### src/rtl/gpio_link_master.sv
// Host-side sequencer for the PULPino GPIO byte-handshake link: resets the core,
// sends a start/end byte pair, then collects the streamed range into a show-ahead FIFO.
module gpio_link_master #(
  parameter int FIFO_DEPTH     = 16,
  parameter int SYNC_STAGES    = 2,
  parameter int TIMEOUT_CYCLES = 1024,
  parameter int DUT_RST_CYCLES = 8
) (
  input  logic        clk,
  input  logic        rst_n,
  input  logic        cmd_valid,
  output logic        cmd_ready,
  input  logic [7:0]  cmd_start,
  input  logic [7:0]  cmd_end,
  input  logic        abort,
  output logic [7:0]  rx_data,
  output logic        rx_valid,
  input  logic        rx_ready,
  output logic        busy,
  output logic        done,
  output logic        timeout_err,
  output logic        dut_rst_n,
  output logic [31:0] gpio_to_dut,
  input  logic [31:0] gpio_from_dut
);
  localparam int AW      = $clog2(FIFO_DEPTH);
  localparam int CNT_MAX = (TIMEOUT_CYCLES > DUT_RST_CYCLES) ? TIMEOUT_CYCLES : DUT_RST_CYCLES;
  localparam int CW      = $clog2(CNT_MAX + 1);

  typedef enum logic [3:0] {
    S_IDLE, S_DRST, S_TX_REQ, S_TX_REL, S_RX_WAIT, S_RX_ACK, S_RX_REL, S_DONE, S_ERR
  } state_t;

  state_t                      state, state_n;
  logic [7:0]                  start_q, end_q, rem_q;
  logic                        idx_q;
  logic [CW-1:0]               cnt_q;
  logic                        cnt_en, tmo, accept, push, pop, flush, full, empty;
  logic [SYNC_STAGES-1:0][1:0] sync_q;
  logic                        ack_s, stb_s;
  logic [FIFO_DEPTH-1:0][7:0]  mem;
  logic [AW:0]                 wr_ptr, rd_ptr;
  logic                        unused_hi;

  assign unused_hi = ^gpio_from_dut[31:10];

  // Only the strobe/ack pair is synchronised; data is qualified by the synced strobe.
  always_ff @(posedge clk) begin
    if (!rst_n) sync_q <= '0;
    else begin
      sync_q[0] <= gpio_from_dut[9:8];
      for (int i = 1; i < SYNC_STAGES; i++) sync_q[i] <= sync_q[i-1];
    end
  end
  assign {stb_s, ack_s} = sync_q[SYNC_STAGES-1];

  assign empty = (wr_ptr == rd_ptr);
  assign full  = (wr_ptr[AW-1:0] == rd_ptr[AW-1:0]) && (wr_ptr[AW] != rd_ptr[AW]);
  assign pop   = rx_ready && !empty;
  assign flush = !rst_n || (abort && state != S_IDLE);
  assign tmo   = (cnt_q == CW'(TIMEOUT_CYCLES - 1));

  always_comb begin
    state_n = state;
    cnt_en  = 1'b0;
    accept  = 1'b0;
    push    = 1'b0;
    unique case (state)
      S_IDLE:    if (cmd_valid && !abort) begin state_n = S_DRST; accept = 1'b1; end
      S_DRST:    if (cnt_q == CW'(DUT_RST_CYCLES - 1)) state_n = S_TX_REQ; else cnt_en = 1'b1;
      S_TX_REQ:  if (ack_s) state_n = S_TX_REL; else if (tmo) state_n = S_ERR; else cnt_en = 1'b1;
      S_TX_REL:
        if (!ack_s)   state_n = !idx_q ? S_TX_REQ : (rem_q != 8'd0) ? S_RX_WAIT : S_DONE;
        else if (tmo) state_n = S_ERR;
        else          cnt_en = 1'b1;
      // A full FIFO is host backpressure, so the timeout is frozen while stalled.
      S_RX_WAIT:
        if (!full) begin
          if (stb_s)    begin push = 1'b1; state_n = S_RX_ACK; end
          else if (tmo) state_n = S_ERR;
          else          cnt_en = 1'b1;
        end
      S_RX_ACK:  if (!stb_s) state_n = S_RX_REL; else if (tmo) state_n = S_ERR; else cnt_en = 1'b1;
      S_RX_REL:  state_n = (rem_q == 8'd0) ? S_DONE : S_RX_WAIT;
      S_DONE:    state_n = S_IDLE;
      S_ERR:     state_n = S_IDLE;
      default:   state_n = S_IDLE;
    endcase
    if (abort && state != S_IDLE) begin
      state_n = S_IDLE;
      push    = 1'b0;
    end
  end

  always_ff @(posedge clk) begin
    if (!rst_n) begin
      state       <= S_IDLE;
      cnt_q       <= '0;
      idx_q       <= 1'b0;
      start_q     <= '0;
      end_q       <= '0;
      rem_q       <= '0;
      timeout_err <= 1'b0;
    end else begin
      state <= state_n;
      cnt_q <= (state_n != state) ? '0 : cnt_en ? cnt_q + 1'b1 : cnt_q;
      if (accept) begin
        start_q     <= cmd_start;
        end_q       <= cmd_end;
        rem_q       <= (cmd_end > cmd_start) ? cmd_end - cmd_start : 8'd0;
        idx_q       <= 1'b0;
        timeout_err <= 1'b0;
      end else if (state_n == S_ERR) begin
        timeout_err <= 1'b1;
      end
      if (state == S_TX_REL && state_n == S_TX_REQ) idx_q <= 1'b1;
      if (state == S_RX_ACK && state_n == S_RX_REL) rem_q <= rem_q - 8'd1;
    end
  end

  always_ff @(posedge clk) begin
    if (flush) begin
      wr_ptr <= '0;
      rd_ptr <= '0;
    end else begin
      if (push) wr_ptr <= wr_ptr + 1'b1;
      if (pop)  rd_ptr <= rd_ptr + 1'b1;
    end
  end

  always_ff @(posedge clk) begin
    if (push) mem[wr_ptr[AW-1:0]] <= gpio_from_dut[7:0];
  end

  assign rx_data   = mem[rd_ptr[AW-1:0]];
  assign rx_valid  = !empty;
  assign cmd_ready = (state == S_IDLE);
  assign busy      = (state != S_IDLE);
  assign done      = (state == S_DONE);
  assign dut_rst_n = !(state == S_DRST || state == S_ERR);

  // Host-side pins are a pure decode of state and latched bytes.
  always_comb begin
    gpio_to_dut = '0;
    unique case (state)
      S_TX_REQ: gpio_to_dut[9:0] = {2'b10, idx_q ? end_q : start_q};
      S_TX_REL: gpio_to_dut[9:0] = {2'b00, idx_q ? end_q : start_q};
      S_RX_ACK: gpio_to_dut[8]   = 1'b1;
      default:  gpio_to_dut      = '0;
    endcase
  end
endmodule

### config.mk
export PLATFORM = sky130hd
export DESIGN_NAME = gpio_link_master
export DESIGN_NICKNAME = d
export VERILOG_FILES = /design/src/rtl/gpio_link_master.sv
export SDC_FILE = /design/constraint.sdc
export NUM_CORES = 1
export LEC_CHECK = 0
export CORE_MARGIN = 5
export CORE_UTILIZATION = 32
export CTS_BUF_LIST = sky130_fd_sc_hd__clkbuf_8
export DETAILED_ROUTE_END_ITERATION = 7
export PLACE_DENSITY_LB_ADDON = 0.2
export REMOVE_ABC_BUFFERS = 1
export SETUP_SLACK_MARGIN = 0.05
export SYNTH_ARGS = -nofsm -noshare
export SYNTH_HDL_FRONTEND = slang
export SYNTH_SLANG_ARGS = --single-unit
### constraint.sdc
create_clock -name clk -period 2.8 [get_ports clk]
set_input_delay 0.56 -clock clk [delete_from_list [all_inputs] [get_ports clk]]
set_output_delay 0.56 -clock clk [all_outputs]
set_load 0.03 [all_outputs]
==> flow_summary.yaml, run 1 <==
pwr:
  internal_power_mw: 3.83
  p_clk_share_pct: 36.0
  p_comb_share_pct: 7.2
  p_switching_mw: 1.32
  power_switching_share_pct: 25.7
  pwr-share-seq_pct: 56.7
  ir_worst_vdd_v: 0.000361
  total_leakage_power_nw: 3.54
  powerDensity_nw_per_um2: 509
critical_path:
  cp_cell_sequence: "buf_12 > buf_8 > mux4_2 > mux4_2 > buf_6"
  cp_num_buf_inv: 3
  r2r.worst_path.cells: 8
  crit_fanout: 5
  setup.worst_path.start: "rd_ptr[0]$_SDFFE_PP0P_"
  crit_top_cell: "mux4_2"
  reg2reg_setup_slack_ns: 0.26
  crit_path_end_kind: "primary output"
  arrival_ns: 2.26
  crit_type: "reg2out"
  critPathLaunchType: "flip-flop"
  crit_required_ns: 2.24
  r2r_start: "cnt_q[0]$_SDFFE_PP0P_"
  cp_top_family: "multiplexers"
  max_stage_delay_ns: 0.53
  crit_path_top_delay_cell: "mux4_2"
  r2r-end: "cnt_q[0]$_SDFFE_PP0P_"
outcome:
  violations: "setup timing"
  status: "complete, but fails checks"
clock_tree:
  numClockSinks: 183
  root_buffer: "clkbuf_8"
  htree_levels: 4
  cts_buffer_depth: 2
  cts_tree: "done"
  path_clk_slew_ns: 0.11
  numCtsBuffers: 17
  ctsHoldBuffers: 0
  clk_latency_ns: 0.45
routing:
  wl_per_cell_um: 16.8
  totalWireLength_um: 18400
  antenna_left: 0
  drc_errors: 0
  avgViaCountPerCell: 4.86
  first_pass_iters: 4
  drt-initial-drc-count: 259
  routed-via-count: 5314
timing:
  post-route-min-period_ns: 2.82
  worst_slack_ns: -0.0238
  skew_ns: 0.0185
  worst_hold_slack_ns: 0.457
  hold_violations: 0
  rsz0062_at_grt: "true"
  fmax_ghz: 0.354
  slew_violations: 0
  worstMarginPinSlew_ns: 0.553
  fin_crit_sh_pct: 101
  finalSetupViolCount: 6
  slew_headroom_pct: 63.0
floorplan:
  die_area_um2: 29300
  io_pins: 99
  fp.dieH_um: 171
  start_util_pct: 32.2
  die_w_um: 171
  core_area_um2: 25800
  rows: 59
hold_path:
  whs_path_depth: 1
  hp-start: "sync_q[0]$_SDFF_PN0_"
  min_path_type: "reg2reg"
  min_to: "ack_s$_SDFF_PN0_"
run:
  cap_violations: 0
global_route:
  antenna_found_initial: 0
  grt_pass1_wl_um: 30100
  track_usage_pct: 13.0
  grt.overflow.total: 0
  grt_max_degree: 23
  grt_pass1_vias: 5575
synth:
  synth.distinct_cells: 60
  synthArstFlopShare_pct: 0
  synth.avg_cell_area_um2: 13.1
  yosysWarnings: 0
  synth_cells: 638
  ys.flop_type: "edfxtp_1"
  synth_seq_area_share_pct: 59.4
  ys_seq_elements: 183
  synth_area_um2: 8330
  synth-edff-count: 128
layout:
  drive_gt1_share_pct: 21.5
  areaGrowthSynthToFinish_pct: 21.6
  layout_common_cells: "edfxtp_1 (128), nor2_1 (66), buf_4 (58), nand2_1 (57), dfxtp_1 (50)"
  final_common_cell: "edfxtp_1"
  antenna_cells: 0
  nNetsFinal: 815
  fin_area_um2: 10100
place:
  place.gp.congestion: 0.879
  post-place-ws_ns: -0.234
  dp_hpwl_um: 13400
  dpl-instance-area_um2: 9500
  port_buffers: 54
==> per-stage QoR <==
step / TNS (ns) / power (mW) / std cells / util, %
2_1_floorplan: -96.85 / 3.19 / 605 / -
3_3_place_gp: -2.38 / 3.34 / 1052 / 36.8
3_5_place_dp: -3.32 / 3.35 / 1052 / 36.8
4_1_cts: -0.497 / 5.24 / 1092 / 39.0
5_1_grt: -0.912 / 5.40 / 1093 / 39.2
6_report: -0.0878 / 5.15 / 1093 / 39.2
==> cell families after synthesis <==
group                    share of synthesized area, %
multiplexers                                     12.0
AO/OA/AOI/OAI                                    6.07
adder cells (fa/ha/maj)                          2.64
flip-flops                                       59.4
AND/OR/NAND/NOR                                  11.8
XOR/XNOR                                         3.26
other                                          0.0450
buffers and inverters                            4.76
==> cells in the mapped netlist (14+ instances only) <==
master	number	share of area [%]
dfxtp_1	55	13
nor3_1	18	1.1
mux4_2	40	11
nand2_1	58	2.6
clkbuf_1	14	0.63
ha_1	16	2.4
xnor2_1	17	1.8
edfxtp_1	128	46
xor2_1	14	1.5
inv_1	18	0.81
nor2_1	67	3.0
a21oi_1	31	1.9
buf_4	23	2.1
==> what timing repair did <==
item | in CTS | in global routing
endpoints found under the setup margin | 29 | 24
gates cloned | 1 | 0
resized for setup | 46 | 9
hold endpoints to repair | 0 | 0
pin swaps | 0 | 0
buffers inserted | 7 | 1
==> worst max path at each step <==
| stage | end | slack [ns] | cells past startpoint |
|---|---|---|---|
| 2_1_floorplan | mem[24]$_DFFE_PP_ | -0.87 | 6 |
| 3_3_place_gp | rem_q[1]$_SDFFE_PN0P_ | -0.16 | 12 |
| 3_5_place_dp | rem_q[7]$_SDFFE_PN0P_ | -0.23 | 10 |
| 4_1_cts | rx_data[2] | -0.09 | 5 |
| 5_1_grt | rx_data[2] | -0.15 | 5 |
| 6_report | rx_data[2] | -0.02 | 5 |
==> routing by layer <==
metal | wire length, um | track usage, %
met3 | 821 | 3.06
met4 | 93 | 1.89
met1 | 8030 | 16.4
met5 | 0 | 0
met2 | 9460 | 23.2
==> registers in the layout, indices dropped and copies added (netlist names) <==
register     count
sync_q           2
ack_s            1
start_q          8
end_q            8
stb_s            1
cnt_q           11
state            4
rd_ptr           5
wr_ptr           5
mem            128
timeout_err      1
rem_q            8
idx_q            1
==> power by group through the flow <==
stage               clock network, mW  registers [mW]  logic, mW
finish                           1.86            2.92      0.371
global route                     2.06            2.93      0.411
CTS                              1.95            2.92      0.368
detailed placement                  0            2.99      0.366
global placement                    0            2.99      0.356
floorplan                           0            2.99      0.206
==> final cells by class <==
type                    count  area [um2]
flip-flops and latches    183        4950
fillers                  2455       15700
clock inverters            15         194
clock buffers              17         234
inverters                  19        71.3
well taps                 335         419
repair buffers            121        1160
multi-input cells         403        3100
(Power assumes the default switching activity.)
==> run 2, diff against run 1 <==
Settings changed: CTS_CLUSTER_DIAMETER from default to 150.
==> results of run 2 <==
The final DEF is identical to that of run 1; final timing and power are the same.
==> run 3, diff against run 2 <==
Settings changed: CORE_UTILIZATION 32 to 50, GPL_TIMING_DRIVEN from default to 0, HOLD_SLACK_MARGIN from default to 0.15.
==> flow_summary.yaml, run 3 (synthesis gave the netlist of run 1 again) <==
pwr:
  total_leakage_power_nw: 3.47
  powerDensity_nw_per_um2: 492
  ir_worst_vdd_v: 0.000385
clock_tree:
  root_buffer: "clkbuf_8"
  clk_latency_ns: 0.46
  cts_tree: "done"
  ctsHoldBuffers: 0
  htree_levels: 4
  path_clk_slew_ns: 0.10
  numCtsBuffers: 17
  numClockSinks: 183
  cts_buffer_depth: 2
timing:
  worstMarginPinSlew_ns: 0.793
  slew_violations: 0
  hold_violations: 0
  fin_crit_sh_pct: 102
  skew_ns: 0.0156
  worst_slack_ns: -0.0642
  slew_headroom_pct: 46.8
  worst_hold_slack_ns: 0.441
  post-route-min-period_ns: 2.86
  finalSetupViolCount: 6
  rsz0062_at_grt: "true"
  fmax_ghz: 0.349
critical_path:
  crit_fanout: 6
  critPathLaunchType: "flip-flop"
  cp_cell_sequence: "buf_6 > buf_16 > mux4_2 > mux4_2 > buf_6"
  crit_path_top_delay_cell: "mux4_2"
  crit_required_ns: 2.24
  crit_type: "reg2out"
  max_stage_delay_ns: 0.50
  arrival_ns: 2.30
  crit_path_end_kind: "primary output"
layout:
  layout_common_cells: "edfxtp_1 (128), nand2_1 (53), nor2_1 (53), dfxtp_1 (44), mux4_2 (40)"
  drive_gt1_share_pct: 24.2
  seqCellArea_um2: 4970
  fin_area_um2: 10100
  fill_cells: 1279
  areaGrowthSynthToFinish_pct: 21.6
  multi_input_area_um2: 3330
  nNetsFinal: 794
  largest_reg_flops: 128
  antenna_cells: 0
  final_common_cell: "edfxtp_1"
  utilization_pct: 61.5
outcome:
  status: "complete, but fails checks"
  violations: "setup timing"
global_route:
  grt_max_degree: 27
  antenna_found_initial: 0
  grt.overflow.total: 0
  grt_pass1_wl_um: 29500
  track_usage_pct: 19.5
  grt_pass1_vias: 5400
routing:
  wl_per_cell_um: 19.9
  routed-via-count: 5351
  antenna_left: 0
  totalWireLength_um: 19100
  avgViaCountPerCell: 5.59
  drt-initial-drc-count: 273
  drc_errors: 0
  first_pass_iters: 5
hold_path:
  min_path_type: "reg2reg"
floorplan:
  core_area_um2: 16500
  fp.dieH_um: 139
  die_w_um: 139
  rows: 47
  io_pins: 99
  start_util_pct: 50.6
  die_area_um2: 19300
run:
  cap_violations: 0
place:
  place.gp.congestion: 0.893
  dpl-instance-area_um2: 8960
  dp_hpwl_um: 11100
  port_buffers: 54
-- run 3: cell types whose count changed in the layout (fill, tap and decap cells not counted), sizes merged --
| cell | delta |
|---|---|
| dlymetal6s2s | -1 |
| clkinvlp | +1 |
| bufbuf | +1 |
| inv | +1 |
| clkinv | -1 |
| clkdlybuf4s50 | +1 |
| buf | -22 |
| bufinv | -1 |
-- run 3: where the power goes --
part,internal (mW),switching (mW),leakage (nW)
Clock,0.668,1.05,0.194
Combinational,0.125,0.211,1.68
Sequential,2.91,0.0216,1.60
-- run 3: worst paths after layout --
check / cells past startpoint / end / from / slack, ns
setup / recovery: 5 / rx_data[4] / rd_ptr[0]$_SDFFE_PP0P_ / -0.06
hold / removal: 1 / ack_s$_SDFF_PN0_ / sync_q[0]$_SDFF_PN0_ / 0.44
setup reg to reg: 10 / cnt_q[2]$_SDFFE_PP0P_ / rd_ptr[0]$_SDFFE_PP0P_ / 0.09
hold reg to reg: 1 / ack_s$_SDFF_PN0_ / sync_q[0]$_SDFF_PN0_ / 0.44
-- run 3: cell type report --
class,instances,area share (%)
clock inverter,15,1.48
clock buffer,17,2.31
tap,220,2.72
timing repair buffer,100,10.9
inverter,19,0.704
multi-input combinational,403,32.9
sequential,183,49.0
-- run 3: metal layers --
layer / wire (um) / GRT usage [%] / vias up
li1: - / - / 2499
met1: 7750 / 24.8 / 2669
met2: 10100 / 34.1 / 155
met3: 723 / 3.38 / 28
met4: 465 / 6.33 / 0
met5: 0 / 0 / -
-- run 3: worst max-delay path: cells and delay by family (launching register included) --
kind / cells / cell delay (ns)
flip-flops: 1 / 0.41
buffers and inverters: 3 / 0.45
multiplexers: 2 / 0.98
-- run 3: metrics by stage --
step / total power, mW / setup WS, ns / setup TNS [ns] / std cells
4_1_cts: 5.00 / -0.0847 / -0.410 / 945
6_report: 4.98 / -0.0642 / -0.293 / 957
3_3_place_gp: 3.30 / -2.33 / -295.39 / 879
2_1_floorplan: 3.19 / -0.871 / -96.85 / 605
3_5_place_dp: 3.31 / -0.981 / -95.62 / 881
5_1_grt: 5.17 / -0.146 / -0.919 / 957
-- run 3: what timing repair did --
item / CTS / global route
endpoints found under the setup margin: 164 / 159
resized for setup: 118 / 36
gates cloned: 4 / 0
pin swaps: 10 / 8
setup buffers: 28 / 13
